**src/rtl/spi_master.sv**
```systemverilog
`default_nettype none
// ============================================================================
//  Module      : spi_master
//  Description : Mode-0 SPI master (CPOL=0, CPHA=0), MSB first, fixed-length
//                multi-byte frames with a guaranteed cs-high gap afterwards.
//  Revision    : 1.0 - initial release
// ============================================================================
module spi_master #(
   parameter int CLK_DIV     = 2,
   parameter int FRAME_BYTES = 4
) (
   input  logic                       i_sysClk,
   input  logic                       i_reset,
   input  logic                       i_start,
   input  logic [8*FRAME_BYTES-1:0]   i_tx_data,
   output logic [8*FRAME_BYTES-1:0]   o_rx_data,
   output logic                       o_busy,
   output logic                       o_done,
   output logic                       o_spiClk,
   output logic                       o_mosi,
   input  logic                       i_miso,
   output logic                       o_cs
);

   localparam int W  = 8 * FRAME_BYTES;
   localparam int BW = $clog2(W);
   localparam int DW = $clog2(CLK_DIV);

   // A half-period of one sysClk cycle would leave no room for the miso register.
   if (CLK_DIV < 2) begin : g_div_check
      $error("spi_master: CLK_DIV must be >= 2");
   end

   typedef enum logic [2:0] {
      S_IDLE  = 3'd0,
      S_SETUP = 3'd1,
      S_HIGH  = 3'd2,
      S_LOW   = 3'd3,
      S_HOLD  = 3'd4,
      S_GAP   = 3'd5
   } state_t;

   state_t          r_state;
   logic [DW-1:0]   r_div;
   logic [BW-1:0]   r_bit;
   logic [W-1:0]    r_tx_sh;
   logic [W-1:0]    r_rx_sh;
   logic            r_miso;
   logic            w_div_end;

   assign w_div_end = (r_div == DW'(CLK_DIV - 1));

   // Single register stage on the incoming miso line.
   always_ff @(posedge i_sysClk) begin
      if (i_reset) begin
         r_miso <= 1'b0;
      end else begin
         r_miso <= i_miso;
      end
   end

   // Frame sequencer; every SPI-facing output is driven from a register.
   always_ff @(posedge i_sysClk) begin
      if (i_reset) begin
         r_state   <= S_IDLE;
         r_div     <= '0;
         r_bit     <= '0;
         r_tx_sh   <= '0;
         r_rx_sh   <= '0;
         o_rx_data <= '0;
         o_busy    <= 1'b0;
         o_done    <= 1'b0;
         o_spiClk  <= 1'b0;
         o_mosi    <= 1'b0;
         o_cs      <= 1'b1;
      end else begin
         o_done <= 1'b0;
         case (r_state)
            S_IDLE: begin
               if (i_start) begin
                  // The first bit goes straight to mosi; the shifter holds the rest.
                  r_tx_sh  <= {i_tx_data[W-2:0], 1'b0};
                  o_mosi   <= i_tx_data[W-1];
                  o_busy   <= 1'b1;
                  o_cs     <= 1'b0;
                  o_spiClk <= 1'b0;
                  r_div    <= '0;
                  r_bit    <= '0;
                  r_state  <= S_SETUP;
               end
            end
            S_SETUP: begin
               if (w_div_end) begin
                  r_div    <= '0;
                  o_spiClk <= 1'b1;
                  r_state  <= S_HIGH;
               end else begin
                  r_div <= r_div + 1'b1;
               end
            end
            S_HIGH: begin
               if (w_div_end) begin
                  r_div    <= '0;
                  o_spiClk <= 1'b0;
                  r_rx_sh  <= {r_rx_sh[W-2:0], r_miso};
                  if (r_bit == BW'(W - 1)) begin
                     // Last bit: mosi stays put through the hold phase.
                     r_state <= S_HOLD;
                  end else begin
                     r_bit   <= r_bit + 1'b1;
                     o_mosi  <= r_tx_sh[W-1];
                     r_tx_sh <= {r_tx_sh[W-2:0], 1'b0};
                     r_state <= S_LOW;
                  end
               end else begin
                  r_div <= r_div + 1'b1;
               end
            end
            S_LOW: begin
               if (w_div_end) begin
                  r_div    <= '0;
                  o_spiClk <= 1'b1;
                  r_state  <= S_HIGH;
               end else begin
                  r_div <= r_div + 1'b1;
               end
            end
            S_HOLD: begin
               if (w_div_end) begin
                  r_div     <= '0;
                  o_cs      <= 1'b1;
                  o_done    <= 1'b1;
                  o_mosi    <= 1'b0;
                  o_rx_data <= r_rx_sh;
                  r_state   <= S_GAP;
               end else begin
                  r_div <= r_div + 1'b1;
               end
            end
            S_GAP: begin
               if (w_div_end) begin
                  r_div   <= '0;
                  o_busy  <= 1'b0;
                  r_state <= S_IDLE;
               end else begin
                  r_div <= r_div + 1'b1;
               end
            end
            default: begin
               r_state <= S_IDLE;
            end
         endcase
      end
   end

endmodule
`default_nettype wire

```
**config.mk**
```make
export PLATFORM = sky130hd
export DESIGN_NAME = spi_master
export DESIGN_NICKNAME = d
export VERILOG_FILES = /design/src/rtl/spi_master.sv
export SDC_FILE = /design/constraint.sdc
export NUM_CORES = 1
export LEC_CHECK = 0
export ABC_AREA = 0
export ABC_CLOCK_PERIOD_IN_PS = 2400
export BUFFER_PORTS_ARGS = -buffer_cell sky130_fd_sc_hd__buf_2
export CELL_PAD_IN_SITES_DETAIL_PLACEMENT = 1
export CELL_PAD_IN_SITES_GLOBAL_PLACEMENT = 2
export CORE_MARGIN = 1.5
export CORE_UTILIZATION = 30
export CTS_BUF_LIST = sky130_fd_sc_hd__clkbuf_4 sky130_fd_sc_hd__clkbuf_8 sky130_fd_sc_hd__clkbuf_16
export CTS_CLUSTER_DIAMETER = 120
export DETAILED_ROUTE_END_ITERATION = 10
export GPL_ROUTABILITY_DRIVEN = 0
export PLACE_DENSITY = 0.85
export SLEW_MARGIN = 40
export SYNTH_ARGS = -nofsm -noshare
export SYNTH_HDL_FRONTEND = slang
export SYNTH_SLANG_ARGS = --single-unit
```
**constraint.sdc**
```tcl
create_clock -name i_sysClk -period 2.4 [get_ports i_sysClk]
set_clock_uncertainty 0.2 [all_clocks]
set_input_delay 0 -clock i_sysClk [delete_from_list [all_inputs] [get_ports i_sysClk]]
set_output_delay 0 -clock i_sysClk [all_outputs]
set_load 0.005 [all_outputs]
```
==> impl_metrics.env, run 1 <==
export IMPL_drt_iter0_markers=182
export IMPL_p_per_area_mw_per_mm2=684
export IMPL_hold_viol_final=0
export IMPL_finalMaxSlewViolations=0
export IMPL_totalWireLength_mm=11.2
export IMPL_cap_violations=0
export IMPL_grt_pass1_vias=3759
export IMPL_antenna_cells=0
export IMPL_initial_core_util_pct=31.0
export IMPL_clk_pin_slew_ns=0.07
export IMPL_vdd_drop_max_uv=407
export IMPL_final_area_sq_mm=0.00554
export IMPL_ys_warn_count=0
export IMPL_crit_type="reg2reg"
export IMPL_async_flop_share_pct=0
export IMPL_route_detailed_drc=0
export IMPL_synth_seq_cells=110
export IMPL_max_freq_ghz=0.431
export IMPL_setup_slack_ns=0.0790
export IMPL_wl_per_cell_um=14.7
export IMPL_dieArea_sq_mm=0.0146
export IMPL_r2r_end="r_tx_sh[24]"
export IMPL_antenna_found_initial=0
export IMPL_avgSynthCellArea_sq_um=8.70
export IMPL_dieHeight_um=121
export IMPL_syn_inst=478
export IMPL_fillers=1569
export IMPL_syn_to_final_growth_pct=33.2
export IMPL_tns_ns=0
export IMPL_boundaryPins=73
export IMPL_routed_via_density=4.90
export IMPL_synth_edf_count=0
export IMPL_crit_path_end="r_tx_sh[24]"
export IMPL_clock_latency_ns=0.35
export IMPL_endpoint_kind="flip-flop"
export IMPL_htreeDepth=3
export IMPL_grt_overflow=0
export IMPL_min_delay_path_class="reg2reg"
export IMPL_pre_cts_slack_ns=-0.0207
export IMPL_syn_area_sq_mm=0.00416
export IMPL_dp_final_hpwl_mm=6.67
export IMPL_synth_ff_type="dfxtp_1"
export IMPL_final_min_clock_period_ns=2.32
export IMPL_via_count=3721
export IMPL_drive_gt1_share_pct=21.4
export IMPL_worstSetupStartpoint="r_bit[0]"
export IMPL_post_route_period_util_pct=96.7
export IMPL_tightest_slew_ns=0.471
export IMPL_cp_required_ns=2.45
export IMPL_r2r_slack_ns=0.08
export IMPL_num_rows=42
export IMPL_postRouteAntennaNets=0
export IMPL_core_sq_mm=0.0134
export IMPL_synth_cell_types=39
export IMPL_io_buffers=72
export IMPL_chipWidth_um=121
export IMPL_dpl_cell_area_sq_mm=0.00474
export IMPL_cts_buffer_depth=2
export IMPL_track_usage_pct=15.5
export IMPL_cts_buffers=9
export IMPL_worstReg2RegStart="r_bit[0]"
export IMPL_synth_top_cell_by_area="dfxtp_1"
export IMPL_ys_top_cells_by_area="dfxtp_1, nand2_1, a22o_1"
export IMPL_p_leak_nw=2.21
export IMPL_dr_pass1_iters=4
export IMPL_worst_path_max_fanout=8
export IMPL_crit_path_start_kind="flip-flop"
export IMPL_setup_viol=0
export IMPL_status="complete, no violations"
export IMPL_synthesis_nets=517
export IMPL_post_route_util_pct=41.3
export IMPL_reg2regPathDepth=10
export IMPL_grt_pass1_wl_mm=18.0
export IMPL_final_nets=619
export IMPL_crit_arrival_ns=2.37
export IMPL_cts_tree="yes"
export IMPL_seq_area_frac_synth_pct=52.9
export IMPL_ctsRootBufferMaster="clkbuf_16"
export IMPL_slew_headroom_pct=68.6
export IMPL_grt_max_degree=38
export IMPL_synth_top_area_share_pct=52.9
export IMPL_numClockSinks=110
## cell type report
class	instances	area (sq um)	area share, %
flip-flops and latches	110	2200	39.8
clock buffers	11	240	4.34
multi-input cells	323	1820	32.9
clock inverters	4	32.5	0.587
repair buffers	133	1010	18.2
well taps	176	220	3.98
inverters	3	11.3	0.203
## cells by family (layout without fill, tap and decap cells)
| logic type | after synthesis | count (layout) | synth area share [%] |
|---|---|---|---|
| AO/OA/AOI/OAI | 119 | 119 | 20.9 |
| adder cells (fa/ha/maj) | 3 | 3 | 0.903 |
| flip-flops | 110 | 110 | 52.9 |
| buffers and inverters | 45 | 151 | 4.57 |
| multiplexers | 2 | 2 | 0.481 |
| XOR/XNOR | 1 | 1 | 0.211 |
| AND/OR/NAND/NOR | 198 | 198 | 20.0 |
## per-stage QoR
step | total power, mW | hold slack [ns] | instances
after floorplan | 2.21 | -0.0718 | 478
after global placement | 2.30 | 0.0424 | 701
after detailed placement | 2.32 | 0.0458 | 701
after CTS | 3.82 | 0.237 | 757
after global routing | 3.97 | 0.274 | 760
final | 3.79 | 0.242 | 760
## cell usage in the layout (no fill, tap or decap), drive strengths merged, types with 2 or more instances in the layout
| master | instances |
|---|---|
| a311oi | 31 |
| nand2 | 129 |
| nand3 | 2 |
| inv | 4 |
| nor2 | 43 |
| nor4 | 3 |
| nand2b | 2 |
| nor2b | 3 |
| o21ai | 6 |
| buf | 95 |
| clkinvlp | 2 |
| ha | 3 |
| dlygate4sd3 | 36 |
| a22o | 32 |
| a21o | 2 |
| mux2i | 2 |
| a211oi | 2 |
| a21oi | 41 |
| dfxtp | 110 |
| clkbuf | 13 |
| nand4bb | 2 |
| nand3b | 3 |
| nor3 | 2 |
| nor3b | 2 |
## metal layers
| layer | GRT usage (%) | up-vias | wire, um |
|---|---|---|---|
| met5 | 0 | - | 0 |
| met1 | 18.1 | 1783 | 4860 |
| met2 | 27.5 | 67 | 5780 |
| li1 | - | 1860 | - |
| met4 | 4.56 | 0 | 120 |
| met3 | 4.48 | 11 | 410 |
## flip-flops by register name, indices dropped and copies added (netlist names)
register / cells
r_tx_sh: 31
o_cs: 1
o_done: 1
o_busy: 1
o_spiClk: 1
o_rx_data: 32
r_miso: 1
r_rx_sh: 32
o_mosi: 1
r_div: 1
r_state: 3
r_bit: 5
## worst min path at each step
stage	depth (start not counted)	to	from	slack [ns]
4_1_cts	4	r_tx_sh[21]	i_tx_data[20]	0.24
5_1_grt	4	r_tx_sh[27]	i_tx_data[26]	0.27
3_3_place_gp	2	r_miso	i_miso	0.04
2_1_floorplan	1	r_miso	i_miso	-0.07
6_report	2	r_rx_sh[0]	r_miso	0.24
3_5_place_dp	2	r_miso	i_miso	0.05
## synthesized netlist by cell type (3+ instances only)
| cell type | n |
|---|---|
| inv_1 | 3 |
| a22o_1 | 32 |
| nor2_1 | 43 |
| a311oi_1 | 31 |
| nor2b_1 | 3 |
| nor4_1 | 3 |
| dfxtp_1 | 110 |
| o21ai_0 | 6 |
| ha_1 | 3 |
| nand2_1 | 129 |
| buf_2 | 5 |
| nand3b_1 | 3 |
| a21oi_1 | 40 |
| clkbuf_1 | 35 |
## repair_timing
action	4_1_cts	5_1_grt
gates resized for setup	2	11
hold buffers	36	0
cloned	2	2
pin swaps	9	10
hold endpoints to repair	46	0
setup endpoints to repair	14	32
buffers inserted	3	2
## where the power goes
part | total, mW | internal [mW] | switching (mW) | leakage, nW
Combinational | 0.448 | 0.218 | 0.230 | 1.18
Clock | 1.39 | 0.727 | 0.665 | 0.129
Sequential | 1.95 | 1.90 | 0.0516 | 0.895
## worst max-delay path, stage by stage (launching register included)
cell      delay [ns]
dfxtp_2         0.34
ha_4            0.16
and3_4          0.18
ha_2            0.17
nand3b_1        0.20
buf_4           0.18
a21oi_4         0.21
buf_6           0.16
buf_16          0.12
nor2_1          0.04
a311oi_1        0.24
No activity file was read; power rests on OpenSTA's default activity.
==> run 2, diff against run 1 <==
- ABC_CLOCK_PERIOD_IN_PS: 2400 -> 2210
- CORE_UTILIZATION: 30 -> 33
- PLACE_DENSITY: 0.85 -> 0.88
- clock period: 2.4 -> 2.21 ns (I/O delays scaled with it)
==> run 2 against run 1 <==
Against the previous run:
- global-route usage up 1.6 points
- non-clock buffer count up 3
- sequential share of layout area down 0.50 points
- die area down 8.9%
- worst hold slack worse by 0.0020 ns
- wire length up 3.5%
- largest cell class unchanged
- core utilization up 4.8 points
- first-iteration DRC count up 4.9%
==> impl_metrics.env, run 2 (synthesis results as in run 1) <==
export IMPL_grt_pass1_vias=3753
export IMPL_critical_path_top_delay_family="buffers and inverters"
export IMPL_cts_buffer_depth=2
export IMPL_clock_latency_ns=0.35
export IMPL_crit_path_start_kind="flip-flop"
export IMPL_track_usage_pct=17.1
export IMPL_layout_commonest_cell="nand2_1"
export IMPL_cp_required_ns=2.23
export IMPL_hold_viol_final=0
export IMPL_chipWidth_um=115
export IMPL_slew_headroom_pct=66.3
export IMPL_vdd_drop_max_uv=415
export IMPL_dieArea_sq_mm=0.0133
export IMPL_grt_overflow=0
export IMPL_final_nets=622
export IMPL_clk_pin_slew_ns=0.08
export IMPL_numClockSinks=110
export IMPL_critical_path_slowest_cell="dfxtp_2"
export IMPL_finalMaxSlewViolations=0
export IMPL_initial_core_util_pct=34.2
export IMPL_post_route_period_util_pct=97.3
export IMPL_grt_setup_unrepaired="yes"
export IMPL_met2_usage_pct=29.3
export IMPL_cts_tree="yes"
export IMPL_reg_top3="o_rx_data (32), r_rx_sh (32), r_tx_sh (31)"
export IMPL_worst_path_max_fanout=10
export IMPL_p_leak_nw=2.24
export IMPL_cp_slowest_stage_delay_ns=0.34
export IMPL_ctsRootBufferMaster="clkbuf_16"
export IMPL_grt_max_degree=45
export IMPL_cts_buffers=9
export IMPL_wl_per_cell_um=15.3
export IMPL_final_min_clock_period_ns=2.15
export IMPL_crit_arrival_ns=2.17
export IMPL_status="complete, no violations"
export IMPL_grt_busiest_layer="met2"
export IMPL_crit_type="reg2reg"
export IMPL_tightest_slew_ns=0.505
export IMPL_hold_ws_ns=0.240
export IMPL_use_met3_pct=3.74
export IMPL_io_buffers=72
export IMPL_routed_via_density=5.02
export IMPL_critPathBufInv=3
export IMPL_dpl_cell_area_sq_mm=0.00475
export IMPL_max_freq_ghz=0.465
export IMPL_postRouteAntennaNets=0
export IMPL_drive_gt1_share_pct=22.4
export IMPL_dr_pass1_iters=4
export IMPL_endpoint_kind="flip-flop"
export IMPL_path_cells="ha_4 > and3_4 > ha_4 > nand3b_1 > a21oi_4 > buf_12 > buf_6 > clkbuf_16 > a311oi_2"
export IMPL_route_detailed_drc=0
export IMPL_grt_pass1_wl_mm=18.1
export IMPL_setup_viol=0
export IMPL_totalWireLength_mm=11.6
export IMPL_final_area_sq_mm=0.00561
export IMPL_critPathMostFrequentCell="ha_4"
export IMPL_core_sq_mm=0.0122
export IMPL_drt_iter0_markers=191
export IMPL_dieHeight_um=115
export IMPL_final_cell_mix="nand2_1, dfxtp_1, buf_2"
export IMPL_antenna_found_initial=1
export IMPL_via_count=3802
export IMPL_p_per_area_mw_per_mm2=765
export IMPL_syn_to_final_growth_pct=34.9
export IMPL_dp_final_hpwl_mm=6.68
export IMPL_num_rows=40
export IMPL_boundaryPins=73
export IMPL_cap_violations=0
export IMPL_htreeDepth=3
export IMPL_gr_usage_met1_pct=21.2
export IMPL_min_delay_path_class="reg2reg"
==> run 2: path summary, 6_finish.rpt <==
| check | endpoint | from | slack [ns] | cells after the start |
|---|---|---|---|---|
| setup / recovery | r_tx_sh[16] | r_bit[1] | 0.06 | 9 |
| hold / removal | r_rx_sh[0] | r_miso | 0.24 | 2 |
| setup reg to reg | r_tx_sh[16] | r_bit[1] | 0.06 | 9 |
| hold reg to reg | r_rx_sh[0] | r_miso | 0.24 | 2 |
==> run 2: worst reg2reg max path: cells and delay by family (launching register included) <==
family | cells | cell delay [ns]
buffers and inverters | 3 | 0.43
AND/OR/NAND/NOR | 2 | 0.42
flip-flops | 1 | 0.34
adder cells (fa/ha/maj) | 2 | 0.31
AO/OA/AOI/OAI | 2 | 0.31
==> run 2: layout make-up <==
class	instances	area, sq um
antenna	1	2.50
clock buffer	9	225
clock inverter	7	87.6
fill	1429	6550
inverter	3	11.3
multi-input combinational	323	1840
sequential	110	2200
tap	168	210
timing repair buffer	136	1030
==> run 2: through the flow <==
stage | setup TNS, ns | cells | setup slack (ns) | total power [mW] | util [%]
5_1_grt | -0.421 | 757 | -0.0522 | 4.46 | 46.1
3_5_place_dp | -0.100 | 695 | -0.0560 | 2.53 | 39.1
6_report | 0 | 757 | 0.0596 | 4.29 | 46.1
2_1_floorplan | 0 | 478 | 0.00601 | 2.40 | -
3_3_place_gp | -0.00131 | 695 | -0.00131 | 2.51 | 39.1
4_1_cts | -0.0178 | 748 | -0.0178 | 4.25 | 44.8
==> run 2: timing repair <==
item,4_1_cts,5_1_grt
gates cloned,0,5
endpoints found under the hold margin,58,0
endpoints found under the setup margin,11,30
hold buffers,35,0
pin swaps,4,27
gates resized for setup,5,7
buffers inserted,2,3
==> run 2: metal layers <==
| layer | vias to the layer above | share of wire [%] |
|---|---|---|
| met1 | 1853 | 46 |
| li1 | 1873 | - |
| met2 | 67 | 50 |
| met4 | 0 | 1.2 |
| met5 | - | 0 |
| met3 | 9 | 3.2 |
==> run 2: where the power goes <==
| group | internal (mW) | switching, mW | leakage [nW] | total [mW] |
|---|---|---|---|---|
| Combinational | 0.243 | 0.254 | 1.20 | 0.497 |
| Sequential | 2.06 | 0.0588 | 0.895 | 2.12 |
| Clock | 0.814 | 0.861 | 0.148 | 1.67 |
